===== config.mk =====
export PLATFORM = sky130hd
export DESIGN_NAME = ff_pulse_arbiter_flat
export DESIGN_NICKNAME = d
export VERILOG_FILES = /design/src/rtl/ff_pulse_arbiter_if.sv /design/src/rtl/ff_pulse_arbiter.sv /design/src/flat_wrapper.sv
export SDC_FILE = /design/constraint.sdc
export NUM_CORES = 1
export LEC_CHECK = 0
export ABC_AREA = 1
export CORE_UTILIZATION = 30
export DETAILED_ROUTE_END_ITERATION = 10
export GPL_ROUTABILITY_DRIVEN = 0
export PLACE_DENSITY_LB_ADDON = 0.2
export RECOVER_POWER = 25
export SETUP_SLACK_MARGIN = 0.15
export SLEW_MARGIN = 20
export SYNTH_ARGS = -nofsm -noshare
export SYNTH_HDL_FRONTEND = slang
export SYNTH_SLANG_ARGS = --single-unit

===== constraint.sdc =====
create_clock -name clk -period 2.05 [get_ports clk]
set_clock_uncertainty 0.15 [all_clocks]
set_input_delay 0.3075 -clock clk [delete_from_list [all_inputs] [get_ports clk]]
set_output_delay 0.3075 -clock clk [all_outputs]
set_load 0.1 [all_outputs]

===== src/rtl/ff_pulse_arbiter_if.sv =====
// Request/grant and flip-flop pulse bundle for ff_pulse_arbiter.
// The master side issues requests; the slave side (the arbiter) returns grants and pulses.
interface ff_pulse_arbiter_if #(
    parameter int NUM_REQ = 4
);
    logic [NUM_REQ-1:0] req;
    logic [NUM_REQ-1:0] op;
    logic [NUM_REQ-1:0] gnt;
    logic               in1;
    logic               in2;
    logic               busy;
    logic               ff_shadow;

    modport master (
        output req,
        output op,
        input  gnt,
        input  in1,
        input  in2,
        input  busy,
        input  ff_shadow
    );

    modport slave (
        input  req,
        input  op,
        output gnt,
        output in1,
        output in2,
        output busy,
        output ff_shadow
    );
endinterface


===== src/rtl/ff_pulse_arbiter.sv =====
// Round-robin arbiter that turns set/clear requests into one-cycle in1/in2 flip-flop pulses.
// Optional macro FF_PULSE_REDUNDANT_SKIP_EN: grants whose op matches ff_shadow skip the pulse.
module ff_pulse_arbiter #(
    parameter int NUM_REQ     = 4,
    parameter int HOLD_CYCLES = 2
) (
    input  logic              clk,
    input  logic              rst_n,
    ff_pulse_arbiter_if.slave bus
);
    localparam int          PW     = $clog2(NUM_REQ);
    localparam logic [PW:0] NREQ_W = (PW+1)'(NUM_REQ);
    localparam logic [3:0]  HOLD_LD = 4'(HOLD_CYCLES);

    localparam logic [1:0] ST_IDLE  = 2'd0;
    localparam logic [1:0] ST_PULSE = 2'd1;
    localparam logic [1:0] ST_HOLD  = 2'd2;

    logic [1:0]         state_q, state_d;
    logic [NUM_REQ-1:0] gnt_q, gnt_d;
    logic               in1_q, in1_d;
    logic               in2_q, in2_d;
    logic               shadow_q, shadow_d;
    logic [PW-1:0]      ptr_q, ptr_d;
    logic [3:0]         cnt_q, cnt_d;

    logic               win_vld;
    logic [PW-1:0]      win_idx;
    logic [PW:0]        cand;
    logic [PW:0]        win_inc;
    logic [PW-1:0]      ptr_nxt;
    logic               win_op;
    logic               skip;

    // First requester at or above the pointer, wrapping past NUM_REQ-1.
    always_comb begin
        win_vld = 1'b0;
        win_idx = '0;
        cand    = '0;
        for (int k = 0; k < NUM_REQ; k++) begin
            cand = {1'b0, ptr_q} + (PW+1)'(k);
            if (cand >= NREQ_W) begin
                cand = cand - NREQ_W;
            end
            if (!win_vld && bus.req[cand[PW-1:0]]) begin
                win_vld = 1'b1;
                win_idx = cand[PW-1:0];
            end
        end
    end

    assign win_inc = {1'b0, win_idx} + (PW+1)'(1);
    assign ptr_nxt = (win_inc == NREQ_W) ? '0 : win_inc[PW-1:0];
    assign win_op  = bus.op[win_idx];

`ifdef FF_PULSE_REDUNDANT_SKIP_EN
    assign skip = (win_op == shadow_q);
`else
    assign skip = 1'b0;
`endif

    always_comb begin
        state_d  = state_q;
        gnt_d    = '0;
        in1_d    = 1'b0;
        in2_d    = 1'b0;
        shadow_d = shadow_q;
        ptr_d    = ptr_q;
        cnt_d    = cnt_q;

        case (state_q)
            ST_IDLE: begin
                if (win_vld) begin
                    gnt_d[win_idx] = 1'b1;
                    ptr_d          = ptr_nxt;
                    if (!skip) begin
                        in1_d   = win_op;
                        in2_d   = ~win_op;
                        state_d = ST_PULSE;
                    end
                end
            end

            ST_PULSE: begin
                // The flip-flop captures the pulse on this edge, so the shadow follows in1.
                shadow_d = in1_q;
                if (HOLD_CYCLES == 0) begin
                    state_d = ST_IDLE;
                    cnt_d   = '0;
                end else begin
                    state_d = ST_HOLD;
                    cnt_d   = HOLD_LD;
                end
            end

            ST_HOLD: begin
                cnt_d = cnt_q - 4'd1;
                if (cnt_q <= 4'd1) begin
                    state_d = ST_IDLE;
                    cnt_d   = '0;
                end
            end

            default: begin
                state_d = ST_IDLE;
                cnt_d   = '0;
            end
        endcase
    end

    always_ff @(posedge clk or negedge rst_n) begin
        if (!rst_n) begin
            state_q  <= ST_IDLE;
            gnt_q    <= '0;
            in1_q    <= 1'b0;
            in2_q    <= 1'b0;
            shadow_q <= 1'b0;
            ptr_q    <= '0;
            cnt_q    <= '0;
        end else begin
            state_q  <= state_d;
            gnt_q    <= gnt_d;
            in1_q    <= in1_d;
            in2_q    <= in2_d;
            shadow_q <= shadow_d;
            ptr_q    <= ptr_d;
            cnt_q    <= cnt_d;
        end
    end

    assign bus.gnt       = gnt_q;
    assign bus.in1       = in1_q;
    assign bus.in2       = in2_q;
    assign bus.busy      = (state_q != ST_IDLE);
    assign bus.ff_shadow = shadow_q;

    a_no_dual_pulse: assert property (@(posedge clk) disable iff (!rst_n) !(in1_q && in2_q));
    a_gnt_onehot:    assert property (@(posedge clk) disable iff (!rst_n) $onehot0(gnt_q));
endmodule


===== src/flat_wrapper.sv =====
// flat-port wrapper written by rule: the top's interface ports become plain ports
module ff_pulse_arbiter_flat 
#(
    parameter int NUM_REQ     = 4,
    parameter int HOLD_CYCLES = 2
)
  (clk, rst_n, bus_req, bus_op, bus_gnt, bus_in1, bus_in2, bus_busy, bus_ff_shadow);
  ff_pulse_arbiter_if #(.NUM_REQ(NUM_REQ)) bus_i ();
  input  logic clk;
  input  logic rst_n;
  input wire logic [$bits(bus_i.req)-1:0] bus_req;
  input wire logic [$bits(bus_i.op)-1:0] bus_op;
  output wire logic [$bits(bus_i.gnt)-1:0] bus_gnt;
  output wire logic [$bits(bus_i.in1)-1:0] bus_in1;
  output wire logic [$bits(bus_i.in2)-1:0] bus_in2;
  output wire logic [$bits(bus_i.busy)-1:0] bus_busy;
  output wire logic [$bits(bus_i.ff_shadow)-1:0] bus_ff_shadow;
  assign bus_i.req = bus_req;
  assign bus_i.op = bus_op;
  assign bus_gnt = bus_i.gnt;
  assign bus_in1 = bus_i.in1;
  assign bus_in2 = bus_i.in2;
  assign bus_busy = bus_i.busy;
  assign bus_ff_shadow = bus_i.ff_shadow;
  ff_pulse_arbiter #(.NUM_REQ(NUM_REQ), .HOLD_CYCLES(HOLD_CYCLES)) u_core (.clk(clk), .rst_n(rst_n), .bus(bus_i));
endmodule

# Word level (Yosys, flattened, before mapping)
# Index checks and enable logic that the tools add are counted.
# op_classes
eq_ne	5
n_reduce_logical	11
n_addsub	9
magnitude_cmp	11
mux	36
bitwise	1
# op_table
cell	n
$mux 2	11
$lt 2x3->1 const B	5
$mux 1	14
$mux 4	3
$pmux 4 s3	1
$bmux 1 s2	5
$ge 3x3->1 const B	3
$sub 2x1->2 const B	4
$add 2x1->3 const B	2
$add 2x2->3 const B	2
$pmux 2 s3	1
$le 4x1->1 const B	1
$logic_and 1x1->1	4
$ne 2x1->1 const B	2
$reduce_and 2->1	2
$sub 4x1->4 const B	1
$eq 3x3->1 const B	1
$ge 2x3->1 const B	1
$logic_not 1->1	3
$demux 1 s2	1
$eq 2x1->1 const B	1
$eq 2x2->1 const B	1
$ge 2x1->1 const B	1
$logic_not 2->1	1
2 further kinds	2
# totals
out_inout_bits	8
input_bits	10
ff_bits	15

# Logic depth before layout (Yosys ltp)
# depth
depth_word	20
depth_mapped	13
depth_no_buf	13

# Least setup slack after synthesis
# No wires, ideal clock.
# synth_path
path_kind	register to register
start	reg u_core.ptr_q[0]
end	reg u_core.ptr_q[1]
t_arrival_ns	1.602
period_less_slack_ns	1.876
slack_ns	0.174
setup_time_ns	0.124
path_stages_with_launch	13
required_ns	1.776
path_cell_list	dfrtp_1 buf_6 nand2_4 nand2_4 nand2_2 nand2_2 nor2_8 nand3_4 nand3_4 inv_1 ha_1 nor2_1 a21oi_1
# synth_between
elab_chain_cells	17
elab_cells_between_ends	41
# synth_rtl
item	line_no	source
start, declared	ff_pulse_arbiter.sv:24	logic [PW-1:0] ptr_q, ptr_d;
start signal, assigned	ff_pulse_arbiter.sv:126	ptr_q <= ptr_d;
parallel branches: the longest is 13 deep, another holds $add 2x1->3	n/a	
$mux 2 *	ff_pulse_arbiter.sv:45	if (!win_vld && bus.req[cand[PW-1:0]]) begin
$add 2x1->3 *	ff_pulse_arbiter.sv:52	assign win_inc = {1'b0, win_idx} + (PW+1)'(1);
$eq 3x3->1	ff_pulse_arbiter.sv:53	assign ptr_nxt = (win_inc == NREQ_W) ? '0 : win_inc[PW-1:0];
$mux 2 *	ff_pulse_arbiter.sv:53	
net u_core.ptr_nxt[1]	ff_pulse_arbiter.sv:31	logic [PW-1:0] ptr_nxt;
# Mark *: on every way through the listed nets, which the timed path passes. The select of a mux whose other input is x is not followed.
# A chain may end at the register's enable or synchronous reset.

# Final worst setup path
# Same ends and word-level chain as after synthesis.

==> flow_summary.yaml <==
yosys:
  ys_top_cells_by_area: "dfrtp_1, nand2_1, ha_1"
  synth_fa_ha_area_frac: 0.09934
  synth_xor_area_frac: 0.007726
  synth_nets: 174
  ys_ff_latch: 15
  synth_edf_count: 0
  ys_async_sr_fraction: 1.000
  synth_most_common_cell: "nand2_1"
  synth_cells: 155
  synth-simple-area-share: 0.4062
  synth-main-ff-cell: "dfrtp_1"
  yosys-top-cells-count: "nand2_1, inv_1, dfrtp_1, nor2_1, nand3_1"
  synth_top_family_by_area: "simple AND/OR/NAND/NOR gates"
  ys_types: 21
  seq_area_frac_synth: 0.3311
  synth_top_area_share: 0.3311
  synth.cell_area_um2: 1134
  synthMuxAreaShare: 0
  synth_top_area_cell: "dfrtp_1"
  syn_area_per_cell_um2: 7.313
  synth_compound_area_frac: 0.05298
  yosysWarnings: 0
sta:
  fin_crit_sh: 0.9402
  max_clock_freq_mhz: 518.8
  finalHoldViolations: 0
  setup_viol: 0
  worst_pin_slew_ps: 783.6
  rsz0062_at_grt: "yes"
  slew_violations: 0
  period_needed_ps: 1927
  max_slew_margin: 0.4776
detailed_routing:
  drcViolationCount: 0
  drt_wl_total_um: 2667
  drt_pass1_iterations: 4
  drt-initial-drc-count: 28
  vias: 1101
  wl_per_cell_um: 11.16
  postRouteAntennaNets: 0
  vias_per_cell: 4.607
floorplanning:
  initial_core_util: 0.3268
  dieArea_um2: 4028
  io_pins: 18
  die_w_um: 63.47
  fp-row-count: 21
  dieHeight_um: 63.47
  core_um2: 3468
grt:
  grt_pass1_vias: 1039
  grtUsageTotal: 0.1373
  grt_max_degree: 16
  grt_first_pass_wirelength_um: 4340
  overflow: 0
  antenna_found_initial: 0
run:
  drv_cap: 0
critical_path:
  end_kind: "flip-flop"
  cp.arrival_ps: 1940
  cp_cell_sequence: "buf_6, nand2_1, nand2_2, nand2_4, nand2_4, nor2_8, nand3_2, nand2_2, inv_4, ha_4, nor2_2, a21oi_1"
  worstPathMaxFanout: 4
  cp_top_family: "simple AND/OR/NAND/NOR gates"
  worst_path_largest_cell_delay_ps: 480
  worst-path-buf-inv: 2
  critical-path-slowest-cell: "dfrtp_2"
  required_ps: 2060
  worst-setup-path-type: "flip-flop to flip-flop"
  start_kind: "flip-flop"
clock_tree:
  cts-root-buf: "clkbuf_8"
  cts_buffers: 3
  cts_hold_buffers: 0
  numClockSinks: 15
  clock_path_buffers: 2
  htree_levels: 1
  insertion_delay_ps: 240
  cts_tree: "built"
  clkTransAtPathRegs_ps: 60
cells_and_area:
  design_area_um2: 1739
  drive_gt1_frac: 0.4404
  final_nets: 213
  fillers: 353
  area_growth_pct: 53.42
  n_antenna_cell: 0
place:
  io_buffers: 17
  placed_area_um2: 1425
  dp_hpwl_um: 1829
run_status:
  status: "finished, final reports clean"
hold_path:
  hp-class: "flip-flop to flip-flop"
## kinds of logic (layout without fill, tap and decap cells)
family                   count (synthesis)  in the layout
flip-flops                              15             15
buffers and inverters                   29             67
AO/OA/AOI/OAI                           12             12
AND/OR/NAND/NOR                         89             89
XOR/XNOR                                 1              1
adder cells (fa/ha/maj)                  9              9
## registers in the layout (all words and copies together) (netlist names)
signal / flops
u_core.bus.in1: 1
u_core.ptr_q: 2
u_core.state_q: 2
u_core.bus.in2: 1
u_core.bus.ff_shadow: 1
u_core.bus.gnt: 4
u_core.cnt_q: 4
## metrics by stage
stage / std cells / setup slack [ps] / hold WS (ps) / util / setup TNS (ps)
floorplan: 155 / 173.9 / -138.1 / - / 0
global placement: 228 / -111.4 / 312.1 / 0.4109 / -322.4
detailed placement: 228 / -164.2 / 311.6 / 0.4109 / -525.3
CTS: 234 / 144.7 / 227.7 / 0.4506 / 0
global route: 239 / 4.746 / 375.2 / 0.5014 / 0
finish: 239 / 122.6 / 320.4 / 0.5014 / 0
## timing repair
item                                    4_1_cts  5_1_grt
endpoints found under the setup margin        4       10
pin swaps                                    15       15
resized for setup                            26       43
setup buffers                                 2        4
gates cloned                                  0        1
## cell type report
type                    count  area, um^2  share of cell area
clock buffers               4       45.04             0.02590
well taps                  46       57.56             0.03309
repair inverters            1       6.256            0.003597
inverters                  28       117.6             0.06763
flip-flops and latches     15       377.9              0.2173
repair buffers             34       315.3              0.1813
multi-input cells         111       819.5              0.4712
## layer usage
layer	GRT usage	wire length [um]	up-vias
met1	0.1756	1176	513
met5	0	0	-
met4	0.06818	64	0
met3	0.01630	55	8
li1	-	-	557
met2	0.2261	1370	23
## worst min-delay path, cell delays in order, from the launching register on
cell and delay (ps):
dfrtp_1 340, nand2_1 50, nand2_1 50
## worst paths after layout
path,startpoint,end,slack [ps],depth (start not counted)
hold / removal,u_core.bus.ff_shadow,u_core.bus.ff_shadow,320,2
max in group asynchronous,rst_n,u_core.ptr_q[1],710,2
hold reg to reg,u_core.bus.ff_shadow,u_core.bus.ff_shadow,320,2
setup / recovery,u_core.ptr_q[0],u_core.ptr_q[1],120,12
min in group asynchronous,rst_n,u_core.cnt_q[1],500,2
setup reg to reg,u_core.ptr_q[0],u_core.ptr_q[1],120,12
## layout by cell type (no fill, tap or decap), types with 2 or more instances in the layout
master	count
o21ai_0	7
nand3_1	5
inv_4	4
inv_2	6
nand2_2	15
a21oi_1	4
clkbuf_8	3
ha_2	2
nand3_2	6
clkbuf_1	2
nand4_1	4
nand3_4	4
nor2_1	10
buf_6	4
inv_1	18
dlymetal6s2s_1	3
buf_4	18
dfrtp_2	2
dfrtp_1	13
ha_4	2
nand2_4	13
clkdlybuf4s50_1	4
nand2_1	27
ha_1	5
Power is left out: the tool's default activity adds up to more than one toggle a clock period on the data nets, which glitch-free logic cannot reach.
